### src/rtl/core_sequencer.sv
// Instruction sequencer: steps one instruction through fetch, decode, execute,
// optional memory and write-back, owns the PC, counts retires, and traps hung stages.
module core_sequencer #(
    parameter int              PC_W     = 29,
    parameter logic [PC_W-1:0] RESET_PC = '0,
    parameter int              TIMEOUT  = 1024
) (
    input  logic            clk,
    input  logic            rst,
    input  logic            start,
    output logic            fetch_enable,
    input  logic            fetch_done,
    output logic            decode_enable,
    input  logic            decode_done,
    output logic            exec_enable,
    input  logic            exec_done,
    input  logic            mem_req,
    input  logic            branch_taken,
    input  logic [PC_W-1:0] branch_target,
    input  logic            halt_req,
    output logic            mem_enable,
    input  logic            mem_done,
    output logic            wb_enable,
    input  logic            wb_done,
    output logic [PC_W-1:0] pc,
    output logic [31:0]     instr_count,
    output logic            busy,
    output logic            halted,
    output logic            error
);

    localparam logic [2:0] S_IDLE   = 3'd0;
    localparam logic [2:0] S_FETCH  = 3'd1;
    localparam logic [2:0] S_DECODE = 3'd2;
    localparam logic [2:0] S_EXEC   = 3'd3;
    localparam logic [2:0] S_MEM    = 3'd4;
    localparam logic [2:0] S_WB     = 3'd5;
    localparam logic [2:0] S_HALT   = 3'd6;
    localparam logic [2:0] S_ERROR  = 3'd7;

    // The watchdog only needs to count up to TIMEOUT-1 before firing.
    localparam int              WD_W    = (TIMEOUT > 2) ? $clog2(TIMEOUT) : 1;
    localparam logic [WD_W-1:0] WD_LAST = WD_W'((TIMEOUT > 0) ? (TIMEOUT - 1) : 0);

    logic [2:0]      state_q, state_d;
    logic [PC_W-1:0] pc_q, pc_d;
    logic [31:0]     count_q, count_d;
    logic [WD_W-1:0] wdog_q, wdog_d;
    logic            mem_req_q, mem_req_d;
    logic            branch_q, branch_d;
    logic [PC_W-1:0] target_q, target_d;
    logic            halt_q, halt_d;
    logic            fetch_en_q, fetch_en_d;
    logic            decode_en_q, decode_en_d;
    logic            exec_en_q, exec_en_d;
    logic            mem_en_q, mem_en_d;
    logic            wb_en_q, wb_en_d;
    logic            busy_q, busy_d;
    logic            halted_q, halted_d;
    logic            error_q, error_d;
    logic            stage_done;
    logic            in_stage;

    always_comb begin
        state_d    = state_q;
        pc_d       = pc_q;
        count_d    = count_q;
        wdog_d     = wdog_q;
        mem_req_d  = mem_req_q;
        branch_d   = branch_q;
        target_d   = target_q;
        halt_d     = halt_q;
        stage_done = 1'b0;
        in_stage   = 1'b0;

        // A done is only believed once the stage's own enable pulse is over.
        case (state_q)
            S_FETCH:  begin in_stage = 1'b1; stage_done = fetch_done  & ~fetch_en_q;  end
            S_DECODE: begin in_stage = 1'b1; stage_done = decode_done & ~decode_en_q; end
            S_EXEC:   begin in_stage = 1'b1; stage_done = exec_done   & ~exec_en_q;   end
            S_MEM:    begin in_stage = 1'b1; stage_done = mem_done    & ~mem_en_q;    end
            S_WB:     begin in_stage = 1'b1; stage_done = wb_done     & ~wb_en_q;     end
            default:  ;
        endcase

        case (state_q)
            S_IDLE, S_HALT: if (start) state_d = S_FETCH;
            S_FETCH:        if (stage_done) state_d = S_DECODE;
            S_DECODE:       if (stage_done) state_d = S_EXEC;
            S_EXEC: begin
                if (stage_done) begin
                    state_d   = mem_req ? S_MEM : S_WB;
                    mem_req_d = mem_req;
                    branch_d  = branch_taken;
                    target_d  = branch_target;
                    halt_d    = halt_req;
                end
            end
            S_MEM:          if (stage_done) state_d = S_WB;
            S_WB: begin
                if (stage_done) begin
                    count_d = count_q + 32'd1;
                    pc_d    = branch_q ? target_q : pc_q + PC_W'(1);
                    state_d = halt_q ? S_HALT : S_FETCH;
                end
            end
            default: ;
        endcase

        if (TIMEOUT > 0 && in_stage && !stage_done) begin
            if (wdog_q == WD_LAST) state_d = S_ERROR;
            else                   wdog_d  = wdog_q + WD_W'(1);
        end
        if (state_d != state_q) wdog_d = '0;

        fetch_en_d  = (state_d == S_FETCH)  && (state_q != S_FETCH);
        decode_en_d = (state_d == S_DECODE) && (state_q != S_DECODE);
        exec_en_d   = (state_d == S_EXEC)   && (state_q != S_EXEC);
        mem_en_d    = (state_d == S_MEM)    && (state_q != S_MEM);
        wb_en_d     = (state_d == S_WB)     && (state_q != S_WB);
        busy_d      = (state_d == S_FETCH) || (state_d == S_DECODE) || (state_d == S_EXEC)
                   || (state_d == S_MEM)   || (state_d == S_WB);
        halted_d    = (state_d == S_HALT);
        error_d     = (state_d == S_ERROR);
    end

    always_ff @(posedge clk or posedge rst) begin
        if (rst) begin
            state_q     <= S_IDLE;
            pc_q        <= RESET_PC;
            count_q     <= '0;
            wdog_q      <= '0;
            mem_req_q   <= 1'b0;
            branch_q    <= 1'b0;
            target_q    <= '0;
            halt_q      <= 1'b0;
            fetch_en_q  <= 1'b0;
            decode_en_q <= 1'b0;
            exec_en_q   <= 1'b0;
            mem_en_q    <= 1'b0;
            wb_en_q     <= 1'b0;
            busy_q      <= 1'b0;
            halted_q    <= 1'b0;
            error_q     <= 1'b0;
        end else begin
            state_q     <= state_d;
            pc_q        <= pc_d;
            count_q     <= count_d;
            wdog_q      <= wdog_d;
            mem_req_q   <= mem_req_d;
            branch_q    <= branch_d;
            target_q    <= target_d;
            halt_q      <= halt_d;
            fetch_en_q  <= fetch_en_d;
            decode_en_q <= decode_en_d;
            exec_en_q   <= exec_en_d;
            mem_en_q    <= mem_en_d;
            wb_en_q     <= wb_en_d;
            busy_q      <= busy_d;
            halted_q    <= halted_d;
            error_q     <= error_d;
        end
    end

    assign fetch_enable  = fetch_en_q;
    assign decode_enable = decode_en_q;
    assign exec_enable   = exec_en_q;
    assign mem_enable    = mem_en_q;
    assign wb_enable     = wb_en_q;
    assign pc            = pc_q;
    assign instr_count   = count_q;
    assign busy          = busy_q;
    assign halted        = halted_q;
    assign error         = error_q;

endmodule

### config.mk
export PLATFORM = sky130hd
export DESIGN_NAME = core_sequencer
export DESIGN_NICKNAME = d
export VERILOG_FILES = /design/src/rtl/core_sequencer.sv
export SDC_FILE = /design/constraint.sdc
export NUM_CORES = 1
export LEC_CHECK = 0
export CORE_MARGIN = 5
export CORE_UTILIZATION = 42
export CTS_CLUSTER_SIZE = 24
export DETAILED_ROUTE_END_ITERATION = 16
export PLACE_DENSITY = 0.63
export SLEW_MARGIN = 10
export SYNTH_ARGS = -nofsm -noshare
export SYNTH_HDL_FRONTEND = slang
export SYNTH_SLANG_ARGS = --single-unit
### constraint.sdc
create_clock -name clk -period 9.4 [get_ports clk]
set_input_delay 2.82 -clock clk [delete_from_list [all_inputs] [get_ports clk]]
set_output_delay 2.82 -clock clk [all_outputs]
set_load 0.01 [all_outputs]
### Word-level counts from Yosys, hierarchy flattened

Cells that the tools add are included.

| word-level totals | value |
|---|---|
| register bits | 113 |
| latch bits | 0 |
| RAM bits | 0 |
| ROM bits | 0 |
| output and inout port bits | 69 |
| word-level logic and storage cells | 84 |
| memories | 0 |

| cells by class | value |
|---|---|
| add/sub/neg operators | 3 |
| multiply operators | 0 |
| divide/modulo/power cells | 0 |
| magnitude comparators | 0 |
| eq/ne operators | 21 |
| shifts and indexed selects | 0 |
| mux-type cells | 17 |
| bitwise gates (word level) | 10 |
| reduce and logical (&&, ||, !) cells | 18 |

Operators by type and width:

| kind | count |
|---|---|
| $add A32 B1 Y32 const B | 1 |
| $mux W10 | 3 |
| $add A29 B1 Y29 const B | 1 |
| $mux W29 | 1 |
| $mux W3 | 9 |
| $eq A3 B3 Y1 const B | 7 |
| $pmux W3 S6 | 1 |
| $eq A3 B2 Y1 const B | 4 |
| $add A10 B1 Y10 const B | 1 |
| $eq A10 B10 Y1 const B | 1 |
| $eq A3 B1 Y1 const B | 2 |
| $logic_and A1 B1 Y1 | 6 |
| $ne A3 B2 Y1 const B | 2 |
| $ne A3 B3 Y1 const B | 2 |
| $reduce_and A2 Y1 | 3 |
| $and A1 B1 Y1 | 5 |
| $not A1 Y1 | 5 |
| $pmux W1 S5 | 1 |
| $reduce_or A5 Y1 | 1 |
| $logic_or A1 B1 Y1 | 4 |
| $logic_not A3 Y1 | 1 |
| $ne A3 B1 Y1 const B | 1 |
| $ne A3 B3 Y1 | 1 |
| $mux W1 | 2 |
| 4 further kinds | 4 |

### Depth between registers and ports, before layout

| logic depth | value |
|---|---|
| depth after elaboration | 12 |
| mapped depth | 9 |

### Worst setup path after synthesis

No wires, ideal clock.

| timing path | value |
|---|---|
| kind | input to register |
| from | input exec_done |
| to | register busy_q, in the netlist busy |
| setup time | 0.127 ns |
| arrival time | 4.162 ns |
| path slack | 5.110 ns |
| cell stages on the path | 7 |
| path through | nand2_1 -> or3_1 -> and4_1 -> buf_4 -> mux2_2 -> o2111ai_1 -> mux2_1 |

| on the way | value |
|---|---|
| cells in the longest elaborated chain, start to end | 11 |
| elaborated cells on any way between the ends | 21 |

RTL lines:

| item | RTL line | source |
|---|---|---|
| from (decl) | 16 | `input logic exec_done,` |
| $and A1 B1 Y1 * | 80 | `S_EXEC: begin in_stage = 1'b1; stage_done = exec_done & ~exec_en_q; end` |
| $pmux W1 S5 * | 77 | `case (state_q)` |
| $mux W3 (on tied branches) | n/a |  |
| $pmux W3 S6 | 86 | `case (state_q)` |
| $mux W3 | 111 | `if (wdog_q == WD_LAST) state_d = S_ERROR;` |
| $mux W3 * | 110 | `if (TIMEOUT > 0 && in_stage && !stage_done) begin` |
| $eq A3 B1 Y1 / $eq A3 B2 Y1 (equally long branches) | 121 | `busy_d = (state_d == S_FETCH) \|\| (state_d == S_DECODE) \|\| (state_d == S_EXEC)` |
| $logic_or A1 B1 Y1 (2 in a row) | 121 |  |
| $logic_or A1 B1 Y1 | 122 | `\|\| (state_d == S_MEM) \|\| (state_d == S_WB);` |
| $logic_or A1 B1 Y1 * | 122 |  |
| named net busy_d | 58 | `logic busy_q, busy_d;` |
| to (signal assigned) | 159 | `busy_q <= busy_d;` |
| to (decl) | 58 |  |

The timed path passes the listed nets; every way through them passes the cells marked *.
A chain may end at the register's enable or synchronous reset.

### Worst setup path in the final report

| timing path | value |
|---|---|
| from | input exec_done |
| to | register busy_q, in the netlist busy |

| on the way | value |
|---|---|
| cells in the longest elaborated chain, start to end | 11 |
| elaborated cells on any way between the ends | 21 |

RTL lines:

| item | RTL line | source |
|---|---|---|
| $and A1 B1 Y1 * | 80 |  |
| $pmux W1 S5 * | 77 |  |
| $mux W3 (on tied branches) | n/a |  |
| $pmux W3 S6 | 86 |  |
| $mux W3 | 111 |  |
| $mux W3 * | 110 |  |
| named net state_d[1] | 45 | `logic [2:0] state_q, state_d;` |
| $eq A3 B1 Y1 / $eq A3 B2 Y1 (equally long branches) | 121 |  |
| $logic_or A1 B1 Y1 (2 in a row) | 121 |  |
| $logic_or A1 B1 Y1 | 122 |  |
| $logic_or A1 B1 Y1 * | 122 |  |
| named net busy_d | 58 |  |

Marked as above.

==> key figures <==
Setup path
  – CP Launch Type: primary input
  – Worst r2r dst: busy
  – Crit path from: exec_done
  – CP Max Fanout: 30
  – WS Path Type: primary input to flip-flop
  – CP Capture Type: flip-flop
  – Critical path endpoint: busy
  – Reg2reg start: state_q[2]
  – Setup slack, reg-to-reg: 5.95 ns
  – Arrival @ worst endpoint: between 5 and 6 ns
  – Reg2Reg Depth: 6
  – Data required, critical path: 9.69 ns

Drt
  – Met3 Routed Length: slightly below 700 um
  – First-pass iteration count of the detailed router: 6
  – DRT iter0 DRCs: 425
  – Met2 WL: about 6.8 mm
  – Drc violations: 0
  – Uppermost layer routed: met4
  – DR WL/cell: 16.3 um
  – Post-DRT Antenna Nets: 0
  – WL final: 14.5 mm
  – Vias/cell: roughly 5.4
  – Wire length on met1: between 6 and 7 mm
  – Vias: a little under 5000

Die
  – Die area: around 0.016 mm2
  – Core Box Area: approximately 0.013 mm2
  – Top Ports: 109
  – Die height: 126 um
  – # rows: 42
  – Starting density of the core: approximately 43%
  – Die extent in x: between 100 and 150 um

Yosys
  – Number of synthesized flops with an enable pin: 0
  – Register area share after synthesis: between 50% and 60%
  – Top-area cell type share of the netlist area: between 50 and 60%
  – Syn avg cell area: 9.40 um2
  – Main area contributors after synthesis: dfrtp_1, nand2_1, xnor2_1
  – Syn nets: 643
  – Cell count after synthesis: 600
  – Yosys warning count: 0
  – Synth cell types: 66
  – Leading area contributor after synthesis: dfrtp_1
  – Synth Flop Type: dfrtp_1
  – Fraction of registers with async set/reset: 100%
  – Synth Cell Area: 0.00564 mm2
  – Yosys reg bits: ~110

Final layout
  – Commonest cells after routing, fill and taps aside: nand2_1, dfrtp_1, clkdlybuf4s50_1
  – Share of layout cells above drive strength 1: under 10%
  – # nets final: approximately 750
  – Ant. Diodes: 0
  – Commonest non-fill, non-tap cell in the layout: nand2_1
  – Filler Cell Count: ~1200
  – Area delta synth->final: 32.0%

Clocking
  – Hold_buf cts: 0
  – # H-tree levels: 4
  – Clock Latency Late Sink: between 0.4 and 0.5 ns
  – Sink Count: roughly 110
  – Total CTS buffers: 17
  – CTS max path bufs: 2
  – TritonCTS clock tree: done
  – Resized cells post-CTS: 0
  – # Post-CTS Setup Buffers: 0
  – Clk pin slew, worst setup/hold paths: 0.05 ns
  – Root Driver: clkbuf_16

Timing
  – Clock Skew: approximately 0.011 ns
  – Setup Viol. Count Final: 0
  – Min Tclk post-route: ~5.4 ns
  – RSZ-0062 raised after global routing: no
  – Fmax: approximately 180 MHz
  – Slew @ Worst Pin: 1.16 ns
  – Final worst-path cycle share: between 50 and 60%
  – Relative slew margins: a little under a quarter
  – Setup WS post-layout: roughly 4 ns
  – Final hold violations: 0
  – Final Max Tran Viols: 0
  – Setup TNS: 0 ns

Min path
  – Hold path depth: 2
  – HP Class: flip-flop to flip-flop
  – Hold path start: target_q[28]

Pwr
  – PD cells: 292 mW/mm2
  – Leak Pwr: around 3.2 nW
  – Worst vdd ir: about 0.14 mV
  – Total power: 2.17 mW

Placed design
  – HPWL after detailed placement: 9.76 mm
  – Gp weighted congestion: approximately 0.87
  – Place WS: between 3 and 4 ns
  – Buffers added on ports: 108

Global route
  – Global-route wire length before repair: between 20 and 25 mm
  – Largest net degree at the start of global routing: 64
  – Vias in the first global route: approximately 4800
  – Total grt overflow: 0
  – Initial antenna violation count: 0
  – GR Util All Layers: between 10% and 20%

Status
  – Outcome: finished, final reports clean

Flow run
  – Max-capacitance violation count: 0
-- worst min path at each step --
stage,to
CTS,target_q[28]
global route,target_q[28]
global placement,target_q[6]
floorplan,target_q[28]
finish,target_q[28]
detailed placement,target_q[28]
-- layer usage --
| metal | vias to the layer above | global-route usage, % |
|---|---|---|
| li1 | 2315 | - |
| met1 | 2335 | 25.0 |
| met5 | - | 0 |
| met3 | 31 | 4.15 |
| met2 | 163 | 30.0 |
| met4 | 0 | 6.69 |
-- metrics by stage --
stage	cell area [um2]	hold slack, ns	utilization [%]	std cells
after global placement	6840	0.459	51.9	859
final	7450	0.469	56.5	891
after global routing	7450	0.503	56.5	891
after detailed placement	6840	0.463	51.9	859
after CTS	7450	0.476	56.5	891
after floorplan	5640	0.440	-	600
-- logic make-up after synthesis --
family | after synthesis | share of synthesized area (%)
compound gates | 112 | 13.6
xor+xnor | 38 | 5.90
fa+ha+maj | 3 | 0.665
buf+inv | 49 | 3.79
flops | 113 | 50.1
mux | 9 | 1.64
simple gates | 276 | 24.3
-- critical path, stage by stage --
cell             delay [ns]
clkdlybuf4s50_1        0.40
nand2_1                0.13
or3_1                  0.91
and4_1                 0.57
a21oi_2                0.13
o41ai_4                0.39
mux2_1                 0.36
-- synth_stat cells, drive strengths merged, types with 2 or more instances --
cell type / instances
nand2: 121
dfrtp: 113
nor2: 39
o21ai: 33
a21oi: 29
xnor2: 26
nand3: 23
inv: 20
clkbuf: 19
and3: 18
nand4: 16
nor3: 16
xor2: 12
buf: 10
nor4: 10
a22oi: 7
a2bb2oi: 7
mux2i: 7
or3: 7
o22ai: 6
and4: 5
a32oi: 4
and2: 4
nand2b: 4
nor2b: 4
o22a: 4
o2bb2ai: 4
a31oi: 3
ha: 3
or2: 3
a311oi: 2
mux2: 2
o2111ai: 2
or4: 2
-- cell type report --
class | instances | area [um2] | share of cell area [%]
clock buffers | 18 | 439 | 5.90
clock inverters | 14 | 165 | 2.22
inverters | 20 | 77.6 | 1.04
multi-input cells | 438 | 2610 | 35.0
flip-flops and latches | 113 | 2830 | 38.0
well taps | 176 | 220 | 2.96
repair buffers | 112 | 1110 | 14.9
-- sequential cells by signal, indices dropped and copies added, names as in the netlist --
signal         count
instr_count       32
pc                29
target_q          29
wdog_q            10
state_q            3
branch_q           1
busy               1
decode_enable      1
error              1
exec_enable        1
fetch_enable       1
halt_q             1
halted             1
mem_enable         1
wb_enable          1
-- report_power, final --
group	switching, mW	leakage [nW]	internal (mW)
clock network	0.235	0.284	0.422
logic	0.384	1.46	0.332
registers	0.165	1.47	0.635
Power figures use the tool's default switching activity.
